===== config.mk =====
export PLATFORM = sky130hd
export DESIGN_NAME = led_frame_scheduler
export DESIGN_NICKNAME = d
export VERILOG_FILES = /design/src/rtl/led_pkg.sv /design/src/rtl/button_debouncer.sv /design/src/rtl/led_frame_scheduler.sv
export SDC_FILE = /design/constraint.sdc
export NUM_CORES = 1
export LEC_CHECK = 0
export BUFFER_PORTS_ARGS = -buffer_cell sky130_fd_sc_hd__buf_2
export CORE_AREA = 3 3 171 173
export CTS_CLUSTER_DIAMETER = 60
export CTS_CLUSTER_SIZE = 12
export DETAILED_ROUTE_END_ITERATION = 10
export DIE_AREA = 0 0 174 176
export SLEW_MARGIN = 20
export SYNTH_ARGS = -nofsm -noshare
export SYNTH_HDL_FRONTEND = slang
export SYNTH_HIERARCHICAL = 1
export SYNTH_SLANG_ARGS = --single-unit
export TNS_END_PERCENT = 30

===== constraint.sdc =====
create_clock -name clock -period 2.2 [get_ports clock]
set_clock_uncertainty 0.05 [all_clocks]
set_input_delay 0.44 -clock clock [delete_from_list [all_inputs] [get_ports clock]]
set_output_delay 0.44 -clock clock [all_outputs]
set_load 0.05 [all_outputs]

===== src/rtl/led_pkg.sv =====
// Package shared by the LED frame scheduler slice.
// Contents:
//   - fsm_state_e      : scheduler FSM encoding (also visible on dbg_state)
//   - NUM_LEDS_DEFAULT : default frame width in led_state bits
//   - SRC_PWM, SRC_GOL : source indices of the two pattern generators
package led_pkg;

  localparam int NUM_LEDS_DEFAULT = 144;

  localparam int SRC_PWM = 0;
  localparam int SRC_GOL = 1;

  typedef enum logic [1:0] {
    S_KICK    = 2'd0,
    S_DISPLAY = 2'd1,
    S_WAIT    = 2'd2
  } fsm_state_e;

endpackage


===== src/rtl/button_debouncer.sv =====
// Synchronises and debounces a raw active-low push button.
// Ports:
//   clock       in  system clock
//   aclr_n      in  asynchronous active-low reset
//   btn_n       in  raw button, asynchronous, active-low, bouncy
//   press_pulse out 1-cycle pulse on each accepted press (debounced 1->0 edge)
// The debounced level only moves after DEBOUNCE_CYCLES consecutive samples that
// all differ from the current level; any sample equal to it restarts the count.
module button_debouncer #(
  parameter int DEBOUNCE_CYCLES = 500000
) (
  input  logic clock,
  input  logic aclr_n,
  input  logic btn_n,
  output logic press_pulse
);

  localparam int CNT_W = $clog2(DEBOUNCE_CYCLES + 1);
  localparam logic [CNT_W-1:0] CNT_LAST = CNT_W'(DEBOUNCE_CYCLES - 1);

  logic             sync_1;
  logic             sync_2;
  logic             stable;
  logic [CNT_W-1:0] cnt;

  // Released level (1) is the reset value so no phantom press appears at reset.
  always_ff @(posedge clock or negedge aclr_n) begin
    if (!aclr_n) begin
      sync_1      <= 1'b1;
      sync_2      <= 1'b1;
      stable      <= 1'b1;
      cnt         <= '0;
      press_pulse <= 1'b0;
    end else begin
      sync_1      <= btn_n;
      sync_2      <= sync_1;
      press_pulse <= 1'b0;
      if (sync_2 == stable) begin
        cnt <= '0;
      end else if (cnt == CNT_LAST) begin
        // Accept the new level; the counter is cleared here so it never wraps.
        stable      <= sync_2;
        cnt         <= '0;
        press_pulse <= ~sync_2;
      end else begin
        cnt <= cnt + 1'b1;
      end
    end
  end

endmodule


===== src/rtl/led_frame_scheduler.sv =====
// Owns the led_state bus feeding the charlieplex scanner.
// Ports:
//   clock        in   system clock
//   aclr_n       in   asynchronous active-low reset
//   toggle_btn_n in   raw toggle button (active-low, bouncy)
//   frame_done   in   1-cycle pulse at the end of each full scan
//   src_state    in   packed source frames, src i at [i*NUM_LEDS +: NUM_LEDS]
//   src_ack      in   1-cycle pulse per source: its frame is valid and stable
//   step_req     out  1-cycle pulse per source: compute the next frame
//   led_state    out  registered frame shown by the scanner
//   active_src   out  currently selected source
//   busy         out  high while waiting for the active source's ack
//   ack_error    out  sticky: an ack timeout occurred since reset
//   dbg_state    out  FSM state (fsm_state_e encoding)
// Handshake: step_req[i] and src_ack[i] are single-cycle pulses. A request is
// issued once per step; only an ack from the active source, seen while waiting,
// completes it and loads led_state. Acks at any other time or from any other
// source are dropped. If no ack arrives within ACK_TIMEOUT cycles the step is
// abandoned and the previous frame stays on the display.
module led_frame_scheduler
  import led_pkg::*;
#(
  parameter int NUM_LEDS        = NUM_LEDS_DEFAULT,
  parameter int NUM_SRC         = 2,
  parameter int FRAMES_PER_STEP = 8,
  parameter int DEBOUNCE_CYCLES = 500000,
  parameter int ACK_TIMEOUT     = 4096
) (
  input  logic                        clock,
  input  logic                        aclr_n,
  input  logic                        toggle_btn_n,
  input  logic                        frame_done,
  input  logic [NUM_SRC*NUM_LEDS-1:0] src_state,
  input  logic [NUM_SRC-1:0]          src_ack,
  output logic [NUM_SRC-1:0]          step_req,
  output logic [NUM_LEDS-1:0]         led_state,
  output logic [$clog2(NUM_SRC)-1:0]  active_src,
  output logic                        busy,
  output logic                        ack_error,
  output logic [1:0]                  dbg_state
);

  localparam int SRC_W = $clog2(NUM_SRC);
  localparam int FC_W  = $clog2(FRAMES_PER_STEP + 1);
  localparam int TO_W  = $clog2(ACK_TIMEOUT + 1);

  localparam logic [1:0] ST_KICK    = S_KICK;
  localparam logic [1:0] ST_DISPLAY = S_DISPLAY;
  localparam logic [1:0] ST_WAIT    = S_WAIT;

  localparam logic [FC_W-1:0]  FC_LAST  = FC_W'(FRAMES_PER_STEP - 1);
  localparam logic [TO_W-1:0]  TO_LAST  = TO_W'(ACK_TIMEOUT - 1);
  localparam logic [SRC_W-1:0] SRC_LAST = SRC_W'(NUM_SRC - 1);
  localparam logic [NUM_SRC-1:0] REQ_ONE = {{(NUM_SRC-1){1'b0}}, 1'b1};

  logic [1:0]          state;
  logic [FC_W-1:0]     frame_cnt;
  logic [TO_W-1:0]     timeout_cnt;
  logic                toggle_pending;
  logic                toggle_service;
  logic                press_pulse;
  logic                ack_hit;
  logic [NUM_LEDS-1:0] sel_frame;

  button_debouncer #(
    .DEBOUNCE_CYCLES(DEBOUNCE_CYCLES)
  ) u_btn (
    .clock       (clock),
    .aclr_n      (aclr_n),
    .btn_n       (toggle_btn_n),
    .press_pulse (press_pulse)
  );

  assign ack_hit   = src_ack[active_src];
  assign sel_frame = src_state[int'(active_src)*NUM_LEDS +: NUM_LEDS];
  assign busy      = (state == ST_WAIT);
  assign dbg_state = state;

  // A switch is only ever taken on a frame boundary seen in S_DISPLAY.
  assign toggle_service = (state == ST_DISPLAY) && frame_done && toggle_pending;

  always_ff @(posedge clock or negedge aclr_n) begin
    if (!aclr_n) begin
      state          <= ST_KICK;
      frame_cnt      <= '0;
      timeout_cnt    <= '0;
      toggle_pending <= 1'b0;
      step_req       <= '0;
      led_state      <= '0;
      active_src     <= '0;
      ack_error      <= 1'b0;
    end else begin
      step_req <= '0;
      // A press landing on the service cycle survives for the next boundary;
      // extra presses before service collapse into the single pending flag.
      toggle_pending <= press_pulse | (toggle_pending & ~toggle_service);

      case (state)
        ST_KICK: begin
          step_req    <= REQ_ONE << active_src;
          timeout_cnt <= '0;
          state       <= ST_WAIT;
        end

        ST_DISPLAY: begin
          if (frame_done) begin
            if (toggle_pending) begin
              active_src <= (active_src == SRC_LAST) ? '0 : active_src + SRC_W'(1);
              frame_cnt  <= '0;
              state      <= ST_KICK;
            end else if (frame_cnt == FC_LAST) begin
              frame_cnt <= '0;
              state     <= ST_KICK;
            end else begin
              frame_cnt <= frame_cnt + 1'b1;
            end
          end
        end

        ST_WAIT: begin
          if (ack_hit) begin
            led_state <= sel_frame;
            state     <= ST_DISPLAY;
          end else if (timeout_cnt == TO_LAST) begin
            ack_error <= 1'b1;
            state     <= ST_DISPLAY;
          end else begin
            timeout_cnt <= timeout_cnt + 1'b1;
          end
        end

        default: state <= ST_KICK;
      endcase
    end
  end

endmodule


==> flow_summary.yaml, run 1 <==
pwr:
  p_int_mw: 8.710
  seq_power_share: 0.312
  p_switching_mw: 9.336
  clkPwrFrac: 0.180
  switching_share: 0.5173
  ir_worst_vdd_mv: 0.7851
  combPwrFrac: 0.508
  power_density_mw_per_mm2: 1457
  power_leakage_nw: 5.457
cts:
  hold_buffers: 1
  tritoncts: "built"
  cts.sinks: 191
  clock_latency_ps: 420
  cts_setup_buffers: 0
  root_buffer: "clkbuf_16"
  clk_pin_slew_ps: 80
  cts_buffers: 17
  cts_buffer_depth: 2
  post_cts_resized: 0
  cts-htree-levels: 4
place:
  place_ws_ps: 281.3
  dpl_cell_area_mm2: 0.01174
  io_buffers: 444
  dp_hpwl_mm: 21.44
  place.gp.congestion: 0.8097
critical_path:
  critPathMaxStageDelay_ps: 440
  r2r_slack_ps: 220
  path_buf_inv: 2
  crit_path_start_kind: "flop"
  arrival_ps: 1540
  crit_slowest_cell: "dfrtp_4"
  cp.required_ps: 1710
  crit_family: "buffers and inverters"
  worst_setup_path_end_kind: "primary output"
  rr_endpoint: "led_state[120]"
  reg2reg_depth: 6
  reg2reg_from: "dbg_state[0]"
  setup.worst_path.end: "active_src"
  path_cells: "buf_12, buf_2"
  critPathKind: "reg2out"
  crit_fanout: 51
  crit_cells: 2
  setup.worst_path.start: "active_src"
die:
  dieWidth_um: 174
  num_io_pins: 445
  initial_core_util: 0.3306
  die_h_um: 176
  rows: 61
  design.core.area_mm2: 0.02778
  dieArea_mm2: 0.03062
sta:
  worst_slack_ps: 168.4
  finalMaxSlewViolations: 0
  final.setup.tns_ps: 0
  rsz0062_at_grt: "no"
  finalSetupViolations: 0
  timing.fmax_mhz: 492.2
  min_period_ps: 2032
  worst_slew_pin_slew_ps: 549.1
  period_share: 0.9235
  hold_violations: 0
  relSlewSlack: 0.6339
  hold_ws_ps: 59.17
detailed_routing:
  final_antenna_net_count: 0
  drt-initial-drc-count: 513
  first_pass_iters: 5
  wl_mm: 27.71
  drt-vias-per-instance: 4.627
  routed-via-count: 7833
  drcViolationCount: 0
  wire_per_inst_um: 16.37
global_route:
  grt_pass1_vias: 7683
  grt_pass1_wl_mm: 42.49
  grt_usage: 0.1755
  antenna_found_initial: 3
  overflow: 0
  grt_max_degree: 82
worst_hold_path:
  min_path_type: "in2reg"
synthesis:
  avgSynthCellArea_um2: 10.62
  syn_inst: 865
  ys.warnings.count: 6
  synth-edff-count: 0
  ys_seq_area_frac: 0.5208
  synth_seq_cells: 191
  syn_nets: 1162
  synthArstFlopShare: 1.000
  ys.flop_type: "dfrtp_1"
  syn_area_mm2: 0.009185
  ys_types: 46
layout:
  layout-drive-gt1-share: 0.4165
  final_area_mm2: 0.01239
  fin_nets: 1595
  area_growth_pct: 34.87
job:
  maxCapViolCount: 0
run_status:
  status: "finished, final reports clean"
cells in the mapped netlist, drive strengths merged, types with 3 or more instances:
cell	n	share of area
nand3	22	0.013
nand2	17	0.0069
a211oi	3	0.0025
xor2	8	0.0076
inv	5	0.0020
dfstp	3	0.0086
nor2	173	0.074
nor3	7	0.0038
and3	5	0.0034
o21ai	17	0.010
ha	3	0.0041
clkbuf	19	0.0078
dfrtp	188	0.51
xnor2	11	0.010
mux2i	147	0.16
a21o	3	0.0025
o31ai	4	0.0033
a21oi	147	0.088
nand4	10	0.0091
and2	4	0.0027
and4	4	0.0038
a31oi	6	0.0041
nor4	9	0.0075
buf	36	0.038
layout by cell type (no fill, tap or decap), types with 3 or more instances in the layout:
cell         n
buf_2      443
dfrtp_1    187
nor2_1     161
mux2i_1    147
a21oi_1    127
a21oi_2     20
nand3_1     20
nand2_1     17
clkbuf_16   17
buf_4       17
o21ai_0     14
nor2_2      12
xnor2_1     11
nand4_1      8
xor2_1       8
nor3_1       7
nor4_1       7
buf_12       7
a31oi_1      6
inv_1        5
and3_1       5
diode_2      4
and4_1       4
o31ai_1      4
inv_6        4
a21o_1       3
and2_1       3
a211oi_1     3
ha_1         3
inv_8        3
clkinv_8     3
dfstp_2      3
power groups by stage:
| stage | Combinational, mW | Clock, mW | Sequential (mW) |
|---|---|---|---|
| finish | 9.16 | 3.26 | 5.63 |
| global route | 9.75 | 3.51 | 5.83 |
| CTS | 9.26 | 3.36 | 5.64 |
| detailed placement | 9.26 | 0 | 5.67 |
| global placement | 9.16 | 0 | 5.65 |
| floorplan | 2.33 | 0 | 10.2 |
layout make-up:
cell class,instances,area (um2)
inverters,5,18.77
clock buffers,18,429.2
fillers,2781,15390
repair buffers,469,2509
diodes,4,10.01
clock inverters,14,195.2
multi-input cells,614,3966
flip-flops and latches,191,4787
well taps,378,473.0
worst register-to-register path: cells and delay by family, from the launching register on:
family | cells | cell delay [ps]
AO/OA/AOI/OAI | 1 | 190
AND/OR/NAND/NOR | 3 | 740
flip-flops | 1 | 460
buffers and inverters | 2 | 450
through the flow:
stage	total power, mW	utilization	cells
global route	19.09	0.4458	1692
global placement	14.81	0.4227	1656
CTS	18.26	0.4456	1689
detailed placement	14.94	0.4227	1656
finish	18.05	0.4459	1693
floorplan	12.55	-	865
worst min-delay path by stage:
| stage | start | to | slack (ps) | cells after the start |
|---|---|---|---|---|
| 6_report | toggle_btn_n | u_btn/sync_1 | 60 | 1 |
| 3_5_place_dp | u_btn/sync_1 | u_btn/sync_2 | 300 | 0 |
| 2_1_floorplan | aclr_n | ack_error | 90 | 0 |
| 4_1_cts | toggle_btn_n | u_btn/sync_1 | 30 | 1 |
| 5_1_grt | toggle_btn_n | u_btn/sync_1 | 30 | 1 |
| 3_3_place_gp | u_btn/sync_1 | u_btn/sync_2 | 300 | 0 |
routing by layer:
layer / wire, um / track usage / vias to the layer above
li1: - / - / 3908
met1: 11660 / 0.2235 / 3598
met2: 13560 / 0.2919 / 295
met3: 1848 / 0.04172 / 32
met4: 637 / 0.06468 / 0
met5: 0 / 0 / -
kinds of logic after synthesis:
group,Yosys count,synth area share
AOI/OAI and AO/OA,185,0.1155
xor gates and xnor gates,19,0.01812
muxes,149,0.1631
and+or+nand+nor,258,0.1308
DFF,191,0.5208
adders and majority gates,3,0.004087
buffers and inverters,60,0.04768
flip-flops by register name, indices dropped and copies added (netlist names):
signal and flops:
led_state 144, toggle_pending 1, dbg_state 2, ack_error 1
u_btn/cnt 19, frame_cnt 4, u_btn/sync_1 1, timeout_cnt 13
u_btn/sync_2 1, step_req 2, u_btn/press_pulse 1, active_src 1
u_btn/stable 1
Note: power is estimated with default switching activity, not from simulation.
==> run 2, diff against run 1 <==
--- a/constraint.sdc
+++ b/constraint.sdc
@@ -3,3 +3,3 @@
 set_input_delay 0.44 -clock clock [delete_from_list [all_inputs] [get_ports clock]]
 set_output_delay 0.44 -clock clock [all_outputs]
-set_load 0.05 [all_outputs]
+set_load 0.02 [all_outputs]
==> flow_summary.yaml, run 2 (synthesis gave the netlist of run 1 again) <==
run_status:
  status: "finished, final reports clean"
sta:
  finalMaxSlewViolations: 0
  final.setup.tns_ps: 0
  rsz0062_at_grt: "no"
  timing.fmax_mhz: 498.1
  period_share: 0.9126
  min_period_ps: 2008
  worst_slew_pin_slew_ps: 563.4
  worst_slack_ps: 192.3
  finalSetupViolations: 0
  hold_violations: 0
  relSlewSlack: 0.6244
cts:
  clk_pin_slew_ps: 80
  cts.sinks: 191
  cts-htree-levels: 4
  clock_latency_ps: 430
  root_buffer: "clkbuf_16"
  cts_buffers: 17
  cts_buffer_depth: 2
  tritoncts: "built"
critical_path:
  reg2reg_depth: 6
  critPathMaxStageDelay_ps: 460
  crit_family: "buffers and inverters"
  crit_path_start_kind: "flop"
  reg2reg_from: "dbg_state[0]"
  r2r_slack_ps: 280
  arrival_ps: 1520
  path_buf_inv: 2
  rr_endpoint: "led_state[61]"
  path_cells: "buf_12, buf_2"
  cp.required_ps: 1710
  worst_setup_path_end_kind: "primary output"
  crit_fanout: 75
  crit_slowest_cell: "dfrtp_4"
  critPathKind: "reg2out"
layout:
  fin_nets: 1590
  regMostFlops: "led_state"
  layout-drive-gt1-share: 0.4150
  mostFrequentLayoutCells: "443 x buf_2, 187 x dfrtp_1, 161 x nor2_1"
  top_regs: "led_state (144), u_btn/cnt (19), timeout_cnt (13)"
  fillers: 2749
  final_area_mm2: 0.01232
  final_common_cell: "buf_2"
  area_growth_pct: 34.16
  largest_reg_flops: 144
global_route:
  grt_pass1_wl_mm: 42.06
  met1_usage: 0.2232
  use_met2: 0.2888
  overflow: 0
  grtUsageMet3: 0.03914
  grt_usage: 0.1724
  grt_pass1_vias: 7611
  antenna_found_initial: 2
  top_usage_layer: "met2"
  grt_max_degree: 82
die:
  dieArea_mm2: 0.03062
  initial_core_util: 0.3306
  dieWidth_um: 174
  die_h_um: 176
  design.core.area_mm2: 0.02778
  num_io_pins: 445
  rows: 61
pwr:
  power_density_mw_per_mm2: 1207
  ir_worst_vdd_mv: 0.5370
  fin_total_pwr_mw: 14.88
  power_leakage_nw: 5.415
job:
  maxCapViolCount: 0
detailed_routing:
  routed-via-count: 7809
  drt-vias-per-instance: 4.632
  final_antenna_net_count: 0
  wire_per_inst_um: 16.15
  drt-initial-drc-count: 470
  drcViolationCount: 0
  first_pass_iters: 4
  wl_mm: 27.23
place:
  io_buffers: 444
  dpl_cell_area_mm2: 0.01171
  place_ws_ps: 275.7
  dp_hpwl_mm: 21.13
  place.gp.congestion: 0.7868
worst_hold_path:
  holdPathStages: 1
  worst_hold_path.endpoint: "u_btn/sync_1"
  min_path_type: "in2reg"
  hp-start: "toggle_btn_n"
-- run 2: changes by cell type in the layout (fill, tap and decap cells not counted) --
cell        previous run  this run
buf_4                 17        12
clkinvlp_4             0         2
diode_2                4         2
bufinv_16              2         1
clkbuf_1               1         0
clkinv_2               0         1
clkinv_4               2         1
-- run 2: layout make-up --
cell class | count | area [um2] | area share
inverters | 5 | 18.77 | 0.001523
multi-input cells | 614 | 3966 | 0.3219
well taps | 378 | 473.0 | 0.03838
flip-flops and latches | 191 | 4787 | 0.3885
repair buffers | 464 | 2471 | 0.2005
clock inverters | 15 | 176.4 | 0.01432
clock buffers | 17 | 425.4 | 0.03452
diodes | 2 | 5.005 | 0.0004061
-- run 2: what timing repair did --
action / in CTS / in global routing
setup buffers: 0 / 0
setup endpoints to repair: 0 / 0
hold buffers: 1 / 0
gates resized for setup: 0 / 0
hold endpoints to repair: 54 / 0
-- run 2: stage by stage --
stage	std cells	hold slack [ps]	utilization
finish	1686	55.90	0.4436
global route	1686	23.20	0.4436
detailed placement	1651	299.0	0.4214
floorplan	865	94.41	-
CTS	1684	28.27	0.4434
global placement	1651	297.0	0.4214
-- run 2: report_power, final --
| part | internal (mW) | leakage, nW | switching (mW) |
|---|---|---|---|
| sequential | 4.86 | 2.19 | 0.750 |
| combinational | 2.09 | 2.93 | 4.01 |
| clock | 1.63 | 0.289 | 1.53 |
-- run 2: routing by layer --
metal  vias to the layer above  part of all wire
met3                        25             0.065
met2                       315              0.49
met5                         -                 0
met1                      3582              0.42
met4                         0             0.018
li1                       3887                 -
-- run 2: how the worst max path moves through the flow --
stage                     depth (start not counted)            end    startpoint  slack, ps
after CTS                                         2     active_src    active_src        120
after floorplan                                   8  led_state[13]    active_src        400
after global routing                              2     active_src    active_src         80
final                                             2     active_src    active_src        190
after detailed placement                          6  led_state[83]  dbg_state[0]        280
after global placement                            6  led_state[90]  dbg_state[0]        370
